## src/rtl/cache_line_fill_pkg.sv

```systemverilog
// Shared types and constants for the cache line fill / store front end.
// Package name: cache_fill_pkg.
package cache_fill_pkg;

    typedef enum logic [1:0] {
        IDLE    = 2'd0,
        FILL    = 2'd1,
        LINE_WR = 2'd2,
        STORE   = 2'd3
    } fill_state_e;

    localparam int WORDS_PER_LINE = 4;
    localparam int WORD_WIDTH     = 32;
    localparam int LINE_WIDTH     = WORDS_PER_LINE * WORD_WIDTH;
    localparam int LINE_BYTES     = LINE_WIDTH / 8;
    localparam int WORD_SEL_LSB   = 2;
    localparam int INDEX_LSB      = 4;

    // Moves a 4-bit word byte select into the byte lanes of the addressed word.
    function automatic logic [LINE_BYTES-1:0] lane_byte_enable(
        input logic [3:0] sel,
        input logic [1:0] word
    );
        logic [LINE_BYTES-1:0] be;
        be = {{(LINE_BYTES-4){1'b0}}, sel} << {word, 2'b00};
        return be;
    endfunction

endpackage

```

## src/rtl/cache_line_fill_if.sv

```systemverilog
// Wishbone-style read bus between the line fill engine (master) and memory (slave).
interface cache_line_fill_if;

    logic        cyc;
    logic        stb;
    logic [31:0] adr;
    logic [31:0] dat;
    logic        ack;

    modport master (
        output cyc,
        output stb,
        output adr,
        input  dat,
        input  ack
    );

    modport slave (
        input  cyc,
        input  stb,
        input  adr,
        output dat,
        output ack
    );

endinterface

```

## src/rtl/cache_line_fill_buffer.sv

```systemverilog
// Four-word line assembly buffer. o_line already contains the word being
// written this cycle, so the final beat can go straight to the SRAM register.
module line_fill_buffer
    import cache_fill_pkg::*;
(
    input  logic                  i_clk,
    input  logic                  i_rst_n,
    input  logic                  i_wr_en,
    input  logic [1:0]            i_wr_slot,
    input  logic [WORD_WIDTH-1:0] i_wr_data,
    output logic [LINE_WIDTH-1:0] o_line
);

    logic [LINE_WIDTH-1:0] line_q;
    logic [LINE_WIDTH-1:0] line_d;

    // Slot-addressed merge of the incoming bus word.
    always_comb begin
        line_d = line_q;
        if (i_wr_en) begin
            line_d[i_wr_slot*WORD_WIDTH +: WORD_WIDTH] = i_wr_data;
        end
    end

    // Buffer storage; contents are discarded by reset.
    always_ff @(posedge i_clk or negedge i_rst_n) begin
        if (!i_rst_n) begin
            line_q <= '0;
        end else begin
            line_q <= line_d;
        end
    end

    assign o_line = line_d;

endmodule

```

## src/rtl/cache_line_fill.sv

```systemverilog
// Write-side front end of the cache data SRAM: line fills from the bus and
// store-hit lane writes. Optional build macro CACHE_CRITICAL_WORD_FIRST_EN
// starts each burst at the missed word and wraps; line slot placement is
// the same in both builds.
//
// state   | meaning
// IDLE    | waiting; a fill request beats a store request
// FILL    | burst read of 4 words, one per bus ack
// LINE_WR | one-cycle full-line SRAM write, done pulse
// STORE   | one-cycle byte-enabled store write, ack pulse
module cache_line_fill
    import cache_fill_pkg::*;
#(
    parameter int DATA_WIDTH    = 128,
    parameter int ADDRESS_WIDTH = 7
) (
    input  logic                      i_clk,
    input  logic                      i_rst_n,

    input  logic                      i_fill_req,
    input  logic [31:0]               i_fill_addr,
    output logic                      o_fill_busy,
    output logic                      o_fill_done,
    output logic [31:0]               o_fill_word,
    output logic                      o_fill_word_valid,

    input  logic                      i_wr_req,
    input  logic [31:0]               i_wr_addr,
    input  logic [31:0]               i_wr_data,
    input  logic [3:0]                i_wr_sel,
    output logic                      o_wr_ack,

    cache_line_fill_if.master         wb,

    output logic [ADDRESS_WIDTH-1:0]  o_sram_address,
    output logic [DATA_WIDTH-1:0]     o_sram_write_data,
    output logic                      o_sram_write_enable,
    output logic [DATA_WIDTH/8-1:0]   o_sram_byte_enable
);

    fill_state_e               state_q, state_d;
    logic [1:0]                beat_q, beat_d;
    logic [1:0]                req_word_q, req_word_d;
    logic                      busy_q, busy_d;
    logic                      done_q, done_d;
    logic [31:0]               fill_word_q, fill_word_d;
    logic                      fill_word_valid_q, fill_word_valid_d;
    logic                      wr_ack_q, wr_ack_d;
    logic                      cyc_q, cyc_d;
    logic [31:0]               adr_q, adr_d;
    logic [ADDRESS_WIDTH-1:0]  sram_addr_q, sram_addr_d;
    logic [DATA_WIDTH-1:0]     sram_wdata_q, sram_wdata_d;
    logic                      sram_we_q, sram_we_d;
    logic [DATA_WIDTH/8-1:0]   sram_be_q, sram_be_d;

    logic                      buf_wr_en;
    logic [LINE_WIDTH-1:0]     line_next;
    logic [1:0]                first_word;
    logic                      unused_addr_bits;

    // Word that opens each burst.
`ifdef CACHE_CRITICAL_WORD_FIRST_EN
    assign first_word = i_fill_addr[3:2];
`else
    assign first_word = 2'd0;
`endif

    // Byte offset bits and address bits above the line index play no part here.
    assign unused_addr_bits = ^{i_fill_addr[1:0], i_wr_addr[1:0],
                                i_wr_addr[31:ADDRESS_WIDTH+INDEX_LSB]};

    line_fill_buffer u_buffer (
        .i_clk     (i_clk),
        .i_rst_n   (i_rst_n),
        .i_wr_en   (buf_wr_en),
        .i_wr_slot (adr_q[3:2]),
        .i_wr_data (wb.dat),
        .o_line    (line_next)
    );

    // Next-state and next-output logic; strobes default low, everything else holds.
    always_comb begin
        state_d           = state_q;
        beat_d            = beat_q;
        req_word_d        = req_word_q;
        busy_d            = busy_q;
        done_d            = 1'b0;
        fill_word_d       = fill_word_q;
        fill_word_valid_d = 1'b0;
        wr_ack_d          = 1'b0;
        cyc_d             = cyc_q;
        adr_d             = adr_q;
        sram_addr_d       = sram_addr_q;
        sram_wdata_d      = sram_wdata_q;
        sram_we_d         = 1'b0;
        sram_be_d         = sram_be_q;
        buf_wr_en         = 1'b0;

        case (state_q)
            IDLE: begin
                if (i_fill_req) begin
                    state_d    = FILL;
                    beat_d     = 2'd0;
                    req_word_d = i_fill_addr[3:2];
                    busy_d     = 1'b1;
                    cyc_d      = 1'b1;
                    adr_d      = {i_fill_addr[31:INDEX_LSB], first_word, 2'b00};
                end else if (i_wr_req) begin
                    state_d      = STORE;
                    wr_ack_d     = 1'b1;
                    sram_we_d    = 1'b1;
                    sram_addr_d  = i_wr_addr[ADDRESS_WIDTH+INDEX_LSB-1:INDEX_LSB];
                    sram_wdata_d = {WORDS_PER_LINE{i_wr_data}};
                    sram_be_d    = lane_byte_enable(i_wr_sel, i_wr_addr[3:2]);
                end
            end

            FILL: begin
                if (wb.ack) begin
                    // adr_q[3:2] is the word being acked, which is also its slot.
                    buf_wr_en = 1'b1;
                    beat_d    = beat_q + 2'd1;
                    adr_d     = {adr_q[31:INDEX_LSB], adr_q[3:2] + 2'd1, 2'b00};
                    if (adr_q[3:2] == req_word_q) begin
                        fill_word_d       = wb.dat;
                        fill_word_valid_d = 1'b1;
                    end
                    if (beat_q == 2'd3) begin
                        state_d      = LINE_WR;
                        cyc_d        = 1'b0;
                        done_d       = 1'b1;
                        sram_we_d    = 1'b1;
                        sram_addr_d  = adr_q[ADDRESS_WIDTH+INDEX_LSB-1:INDEX_LSB];
                        sram_wdata_d = line_next;
                        sram_be_d    = '1;
                    end
                end
            end

            LINE_WR: begin
                state_d = IDLE;
                busy_d  = 1'b0;
            end

            STORE: begin
                state_d = IDLE;
            end

            default: begin
                state_d = IDLE;
            end
        endcase
    end

    // State and registered outputs; reset drops the bus cycle immediately.
    always_ff @(posedge i_clk or negedge i_rst_n) begin
        if (!i_rst_n) begin
            state_q           <= IDLE;
            beat_q            <= 2'd0;
            req_word_q        <= 2'd0;
            busy_q            <= 1'b0;
            done_q            <= 1'b0;
            fill_word_q       <= '0;
            fill_word_valid_q <= 1'b0;
            wr_ack_q          <= 1'b0;
            cyc_q             <= 1'b0;
            adr_q             <= '0;
            sram_addr_q       <= '0;
            sram_wdata_q      <= '0;
            sram_we_q         <= 1'b0;
            sram_be_q         <= '0;
        end else begin
            state_q           <= state_d;
            beat_q            <= beat_d;
            req_word_q        <= req_word_d;
            busy_q            <= busy_d;
            done_q            <= done_d;
            fill_word_q       <= fill_word_d;
            fill_word_valid_q <= fill_word_valid_d;
            wr_ack_q          <= wr_ack_d;
            cyc_q             <= cyc_d;
            adr_q             <= adr_d;
            sram_addr_q       <= sram_addr_d;
            sram_wdata_q      <= sram_wdata_d;
            sram_we_q         <= sram_we_d;
            sram_be_q         <= sram_be_d;
        end
    end

    assign o_fill_busy         = busy_q;
    assign o_fill_done         = done_q;
    assign o_fill_word         = fill_word_q;
    assign o_fill_word_valid   = fill_word_valid_q;
    assign o_wr_ack            = wr_ack_q;
    assign wb.cyc              = cyc_q;
    assign wb.stb              = cyc_q;
    assign wb.adr              = adr_q;
    assign o_sram_address      = sram_addr_q;
    assign o_sram_write_data   = sram_wdata_q;
    assign o_sram_write_enable = sram_we_q;
    assign o_sram_byte_enable  = sram_be_q;

endmodule

```

## src/flat_wrapper.sv

```systemverilog
// flat-port wrapper written by rule: the top's interface ports become plain ports
module cache_line_fill_flat import cache_fill_pkg::*;
#(
    parameter int DATA_WIDTH    = 128,
    parameter int ADDRESS_WIDTH = 7
)
  (i_clk, i_rst_n, i_fill_req, i_fill_addr, o_fill_busy, o_fill_done, o_fill_word, o_fill_word_valid, i_wr_req, i_wr_addr, i_wr_data, i_wr_sel, o_wr_ack, o_sram_address, o_sram_write_data, o_sram_write_enable, o_sram_byte_enable, wb_cyc, wb_stb, wb_adr, wb_dat, wb_ack);
  cache_line_fill_if wb_i ();
  input  logic i_clk;
  input  logic i_rst_n;
  input  logic i_fill_req;
  input  logic [31:0] i_fill_addr;
  output logic o_fill_busy;
  output logic o_fill_done;
  output logic [31:0] o_fill_word;
  output logic o_fill_word_valid;
  input  logic i_wr_req;
  input  logic [31:0] i_wr_addr;
  input  logic [31:0] i_wr_data;
  input  logic [3:0] i_wr_sel;
  output logic o_wr_ack;
  output logic [ADDRESS_WIDTH-1:0] o_sram_address;
  output logic [DATA_WIDTH-1:0] o_sram_write_data;
  output logic o_sram_write_enable;
  output logic [DATA_WIDTH/8-1:0] o_sram_byte_enable;
  output wire logic [$bits(wb_i.cyc)-1:0] wb_cyc;
  output wire logic [$bits(wb_i.stb)-1:0] wb_stb;
  output wire logic [$bits(wb_i.adr)-1:0] wb_adr;
  input wire logic [$bits(wb_i.dat)-1:0] wb_dat;
  input wire logic [$bits(wb_i.ack)-1:0] wb_ack;
  assign wb_cyc = wb_i.cyc;
  assign wb_stb = wb_i.stb;
  assign wb_adr = wb_i.adr;
  assign wb_i.dat = wb_dat;
  assign wb_i.ack = wb_ack;
  cache_line_fill #(.DATA_WIDTH(DATA_WIDTH), .ADDRESS_WIDTH(ADDRESS_WIDTH)) u_core (.i_clk(i_clk), .i_rst_n(i_rst_n), .i_fill_req(i_fill_req), .i_fill_addr(i_fill_addr), .o_fill_busy(o_fill_busy), .o_fill_done(o_fill_done), .o_fill_word(o_fill_word), .o_fill_word_valid(o_fill_word_valid), .i_wr_req(i_wr_req), .i_wr_addr(i_wr_addr), .i_wr_data(i_wr_data), .i_wr_sel(i_wr_sel), .o_wr_ack(o_wr_ack), .wb(wb_i), .o_sram_address(o_sram_address), .o_sram_write_data(o_sram_write_data), .o_sram_write_enable(o_sram_write_enable), .o_sram_byte_enable(o_sram_byte_enable));
endmodule
```

## config.mk

```make
export PLATFORM = sky130hd
export DESIGN_NAME = cache_line_fill_flat
export DESIGN_NICKNAME = d
export VERILOG_FILES = /design/src/rtl/cache_line_fill_pkg.sv /design/src/rtl/cache_line_fill_if.sv /design/src/rtl/cache_line_fill_buffer.sv /design/src/rtl/cache_line_fill.sv /design/src/flat_wrapper.sv
export SDC_FILE = /design/constraint.sdc
export NUM_CORES = 1
export LEC_CHECK = 0
export ABC_CLOCK_PERIOD_IN_PS = 5700
export BUFFER_PORTS_ARGS = -buffer_cell sky130_fd_sc_hd__buf_2
export CORE_UTILIZATION = 30
export DETAILED_ROUTE_END_ITERATION = 6
export GPL_TIMING_DRIVEN = 0
export PLACE_DENSITY = 0.57
export SYNTH_ARGS = -nofsm -noshare
export SYNTH_HDL_FRONTEND = slang
export SYNTH_SLANG_ARGS = --single-unit
```

## constraint.sdc

```tcl
create_clock -name i_clk -period 5.7 [get_ports i_clk]
set_input_delay 1.14 -clock i_clk [delete_from_list [all_inputs] [get_ports i_clk]]
set_output_delay 1.14 -clock i_clk [all_outputs]
set_load 0.05 [all_outputs]
```

; After elaboration in Yosys (flattened, before gate mapping)
; Cells that the tools add are included.
[word_totals]
ff_bits = 355
input_bits = 137
out_inout_bits = 222
wordCells = 91
[op_classes]
add_sub_neg = 3
n_eq_ne = 11
shifts = 3
muxes = 45
bitwise = 1
reduce_logical = 12
[ops]
columns = op, n
row1 = $mux 128, 5
row2 = $pmux 128 s2, 1
row3 = $bwmux 128, 1
row4 = $shift 32x34->128 const A, 1
row5 = $shiftx 32x34->128, 1
row6 = $mux 16, 4
row7 = $pmux 32 s2, 1
row8 = $neg 7->34, 1
row9 = $mux 32, 1
row10 = $pmux 16 s2, 1
row11 = $mux 7, 4
row12 = $shl 4x4->16, 1
row13 = $mux 1, 14
row14 = $pmux 7 s2, 1
row15 = $mux 2, 6
row16 = $reduce_and 3->1, 4
row17 = $ne 2x2->1 const B, 4
row18 = $eq 2x2->1 const B, 3
row19 = $pmux 1 s2, 3
row20 = $pmux 2 s3, 1
row21 = $reduce_and 5->1, 1
row22 = $add 2x1->2 const B, 2
row23 = $mux 4, 1
row24 = $pmux 2 s2, 1
row25 = other kinds (10), 12

; Logic depth before layout (Yosys ltp)
[logic_depth]
depth_word = 7
ltp_mapped = 9

; Hierarchy
; Synthesis repeated with hierarchy kept, for this count alone.
[hier_totals]
hier_cells = 1138
hier_area_um2 = 15700.1
[by_module_without_submodules]
columns = mod, instances, cells_per_inst, area_per_inst_um2
row1 = cache_line_fill, 1, 682, 10174.8
row2 = line_fill_buffer, 1, 456, 5525.3

; Worst setup path after synthesis
; No wires, ideal clock.
[synth_path]
kind = flip-flop to flip-flop
from = register u_core.adr_q[2], in the netlist u_core.wb.adr[2]
to = register u_core.sram_wdata_q[21], in the netlist u_core.o_sram_write_data[21]
setup_ps = 132
t_arrival_ps = 2521
required_time_ps = 5568
path_slack_ps = 3046
path_stages_with_launch = 9
cell_sequence = dfrtp_1 -> clkbuf_1 -> inv_1 -> ha_1 -> clkbuf_1 -> clkbuf_1 -> and4bb_2 -> mux2i_1 -> a211oi_2
[synth_between]
elab_chain_len = 7
elab_cells_between_ends = 8
classes_between = add/sub: 1 / shift: 2 / mux: 5
[synth_rtl]
columns = element, line_no
row1 = from (decl), cache_line_fill.sv:50  ; logic [31:0] adr_q, adr_d;
row2 = from (signal assigned), cache_line_fill.sv:182  ; adr_q <= adr_d;
row3 = $neg 7->34 (*), cache_line_fill_buffer.sv:21  ; line_d[i_wr_slot*WORD_WIDTH +: WORD_WIDTH] = i_wr_data;
row4 = $shiftx 32x34->128 / $shift 32x34->128 (equally long branches), cache_line_fill_buffer.sv:21
row5 = $bwmux 128 (*), cache_line_fill_buffer.sv:21
row6 = $mux 128 (*), cache_line_fill_buffer.sv:20  ; if (i_wr_en) begin
row7 = $mux 128 (*), cache_line_fill.sv:128  ; if (beat_q == 2'd3) begin
row8 = $mux 128 (*), cache_line_fill.sv:119  ; if (wb.ack) begin
row9 = $pmux 128 s2 (*), cache_line_fill.sv:99  ; case (state_q)
row10 = to (signal assigned), cache_line_fill.sv:184  ; sram_wdata_q <= sram_wdata_d;
row11 = to (decl), cache_line_fill.sv:52  ; logic [DATA_WIDTH-1:0] sram_wdata_q, sram_wdata_d;
; Mark *: on every way between the ends. The rest lies on a longest branch, timed or not. The select of a mux whose other input is x is not followed.
; A chain may end at the register's enable or synchronous reset.

; Worst setup path in the final report
; Ends and elaborated chain as after synthesis.

==> flow_metrics.tcl <==
set metrics [dict create \
    cp_num_buf_inv 4 \
    synth.area.top_cells "dfrtp_1 57%, nand3_1 5.5%, nor3_1 4.8%" \
    cpMostUsedCell "clkbuf_1" \
    synthDominantCellAreaShare 0.565 \
    synth_edf_count 0 \
    setup_ws_ns 2.25 \
    hpwlAfterDp_um 43600 \
    holdBufCountCts 0 \
    final_hold_viol_count 0 \
    synth_cell_types 50 \
    cts-root-buf "clkbuf_16" \
    die_area_um2 53000 \
    power.density_nw_per_um2 753 \
    wire_per_inst_um 23.8 \
    die_h_um 230 \
    met1_usage 0.295 \
    cp_slowest_stage_delay_ns 0.58 \
    drc 0 \
    dieWidth_um 230 \
    skew_ns 0.0156 \
    synth-seq-cells 353 \
    end_kind "flop" \
    grt_pass1_wl_um 90700 \
    clockBufferDepth 3 \
    place_ws_ns 2.30 \
    critPathArrivalTime_ns 3.89 \
    synth_area_leader_cell "dfrtp_1" \
    grt_pass1_vias 14000 \
    insertion_delay_ns 0.57 \
    tritoncts "yes" \
    period_needed_ns 3.45 \
    initial_core_util 0.304 \
    grt_use_met2 0.365 \
    cts.sinks 353 \
    fin_util 0.379 \
    holdCritPathClass "primary input to async pin" \
    cts_made_buffers 42 \
    drt-total-wl_um 61300 \
    synth.avg_cell_area_um2 10.4 \
    worstPathRequired_ns 6.13 \
    power_mw 14.7 \
    crit_fanout 10 \
    grtUsageMet3 0.0552 \
    row_count 83 \
    r2r_start "u_core.wb.adr[2]$_DFFE_PN0P_" \
    yosys.area_share.simple 0.215 \
    initialDrtViolationCount 1060 \
    drtPass1Iterations 5 \
    critical_path_class "flop to flop" \
    num_vias 13900 \
    areaGrowthSynthToFinish_pct 24.7 \
    busiest_layer "met2" \
    synth_compound_area_frac 0.0891 \
    synth_cells 1498 \
    overflow 0 \
    yosys.area_share.adder 0.00480 \
    synth_top_family_by_area "simple AND/OR/NAND/NOR gates" \
    synth-xor-area-share 0.00112 \
    setup_viol 0 \
    grt_max_degree 106 \
    final_antenna_net_count 0 \
    synthMuxAreaShare 0.0706 \
    tightest_slew_ns 0.870 \
    slew_headroom 0.420 \
    cts.repair.resized 0 \
    ys_warn_count 0 \
    crit_path_start_kind "flop" \
    antenna_found_initial 5 \
    fill_cells 5171 \
    portBuffers 328 \
    nNetsFinal 2017 \
    cts_setup_buffers 0 \
    ys_seq_area_frac 0.565 \
    crit_path_start "u_core.wb.adr[2]$_DFFE_PN0P_" \
    async_reset_ff_frac 1.00 \
    timing.critical_path.max_delay_family "buffers and inverters" \
    drive_gt1_frac 0.282 \
    post-route-period-util 0.606 \
    synthFlopType "dfrtp_1" \
    core-area_um2 51400 \
    place_congestion 0.852 \
    outcome "finished clean" \
    rsz0062_at_grt "no" \
    vias_per_cell 5.37 \
    irDropWorstVdd_mv 0.340 \
    cellLeakagePower_nw 9.42 \
    track_usage 0.229 \
    drv_slew 0 \
    cap_violations 0 \
    max_freq_ghz 0.289 \
    synth_area_um2 15600 \
    htreeDepth 2 \
    clk_pin_slew_ns 0.06 \
    ios 359 \
    cp_slowest_cell "clkbuf_1" \
    crit_chain "clkbuf_1 -> inv_1 -> ha_1 -> clkbuf_1 -> clkbuf_1 -> and4bb_2 -> mux2i_1 -> a211oi_2" \
]
-- state kept, by name, summed over array words and instances (netlist names) --
register	flops
u_core.o_wr_ack	1
u_core.o_fill_busy	1
u_core.o_sram_write_enable	1
u_core.o_fill_word	32
u_core.beat_q	2
u_core.state_q	2
u_core.o_sram_write_data	128
u_core.wb.cyc	1
u_core.o_sram_byte_enable	16
u_core.req_word_q	2
u_core.o_sram_address	7
u_core.u_buffer.line_q	128
u_core.o_fill_done	1
u_core.wb.adr	30
u_core.o_fill_word_valid	1
-- kinds of logic after synthesis --
family,count (synthesis)
and+or+nand+nor,647
DFF,353
adders and majority gates,6
AOI/OAI and AO/OA,205
xor gates and xnor gates,2
muxes,102
buffers and inverters,182
other,1
-- metal layers --
layer,part of all wire,vias up
met5,0.00083,-
met4,0.038,8
met3,0.079,140
met2,0.46,617
met1,0.42,6984
li1,-,6114
-- placed cells by master (no fill, tap or decap), types with 9 or more instances in the layout --
cell type,instances
nand2_1,199
mux2_2,66
o21ai_0,14
a21oi_1,31
nor3_1,151
a211oi_2,9
clkbuf_1,88
o211ai_1,9
dfrtp_1,353
nand3_1,173
a31oi_1,94
a211oi_1,19
nor2b_1,31
buf_4,17
mux2i_1,36
nand4_1,28
inv_1,46
nor4bb_1,34
clkbuf_16,43
buf_2,357
a21oi_2,11
-- Yosys cell counts (5+ instances only) --
cell type	n
inv_1	46
ha_1	6
a211oi_2	9
a31oi_1	94
nor3_1	151
mux2_2	66
a21oi_2	11
and4b_1	7
nand4_1	28
buf_4	17
buf_1	5
nand4b_1	5
nand3_1	173
buf_6	7
nor2b_1	31
a21oi_1	31
mux2i_1	36
nand2_1	199
o211ai_1	9
a211oi_1	19
dfrtp_1	353
buf_2	30
clkbuf_1	74
nor4bb_1	34
o21ai_0	14
-- area by class of cell --
cell class	count	area, µm²	area share
clock buffers	62	1200	0.0615
flip-flops and latches	353	8830	0.453
repair buffers	331	1730	0.0890
inverters	48	185	0.00951
diodes	1	2.50	0.000128
well taps	680	851	0.0437
plain buffers	134	658	0.0338
clock inverters	7	66.3	0.00340
multi-input cells	964	5950	0.306
-- path summary, 6_finish.rpt --
kind                                                              to  slack (ns)  cells past startpoint
min in group i_clk              u_core.u_buffer.line_q[32]$_DFF_PN0_        0.47                      2
setup reg to reg            u_core.o_sram_write_data[21]$_DFFE_PN0P_        2.25                      8
hold / removal                     u_core.o_fill_word[3]$_DFFE_PN0P_        0.47                      1
setup / recovery            u_core.o_sram_write_data[21]$_DFFE_PN0P_        2.25                      8
max in group asynchronous  u_core.o_sram_write_data[120]$_DFFE_PN0P_        3.29                      4
hold reg to reg                 u_core.u_buffer.line_q[32]$_DFF_PN0_        0.47                      2
-- where the power goes --
part	internal, mW	total (mW)	switching [mW]
clock network	1.49	2.56	1.07
registers	3.66	4.29	0.628
logic	1.97	7.83	5.87
-- metrics by stage --
| stage | setup TNS [ns] | instances | hold slack (ns) | cell area, µm² |
|---|---|---|---|---|
| 2_1_floorplan | 0 | 1499 | 0.446 | 15600 |
| 3_5_place_dp | 0 | 2510 | 0.463 | 18200 |
| 4_1_cts | 0 | 2579 | 0.477 | 19500 |
| 6_report | 0 | 2580 | 0.469 | 19500 |
| 5_1_grt | 0 | 2580 | 0.493 | 19500 |
| 3_3_place_gp | -1289.37 | 2507 | 0.457 | 18100 |
No activity file was read; power rests on OpenSTA's default activity.
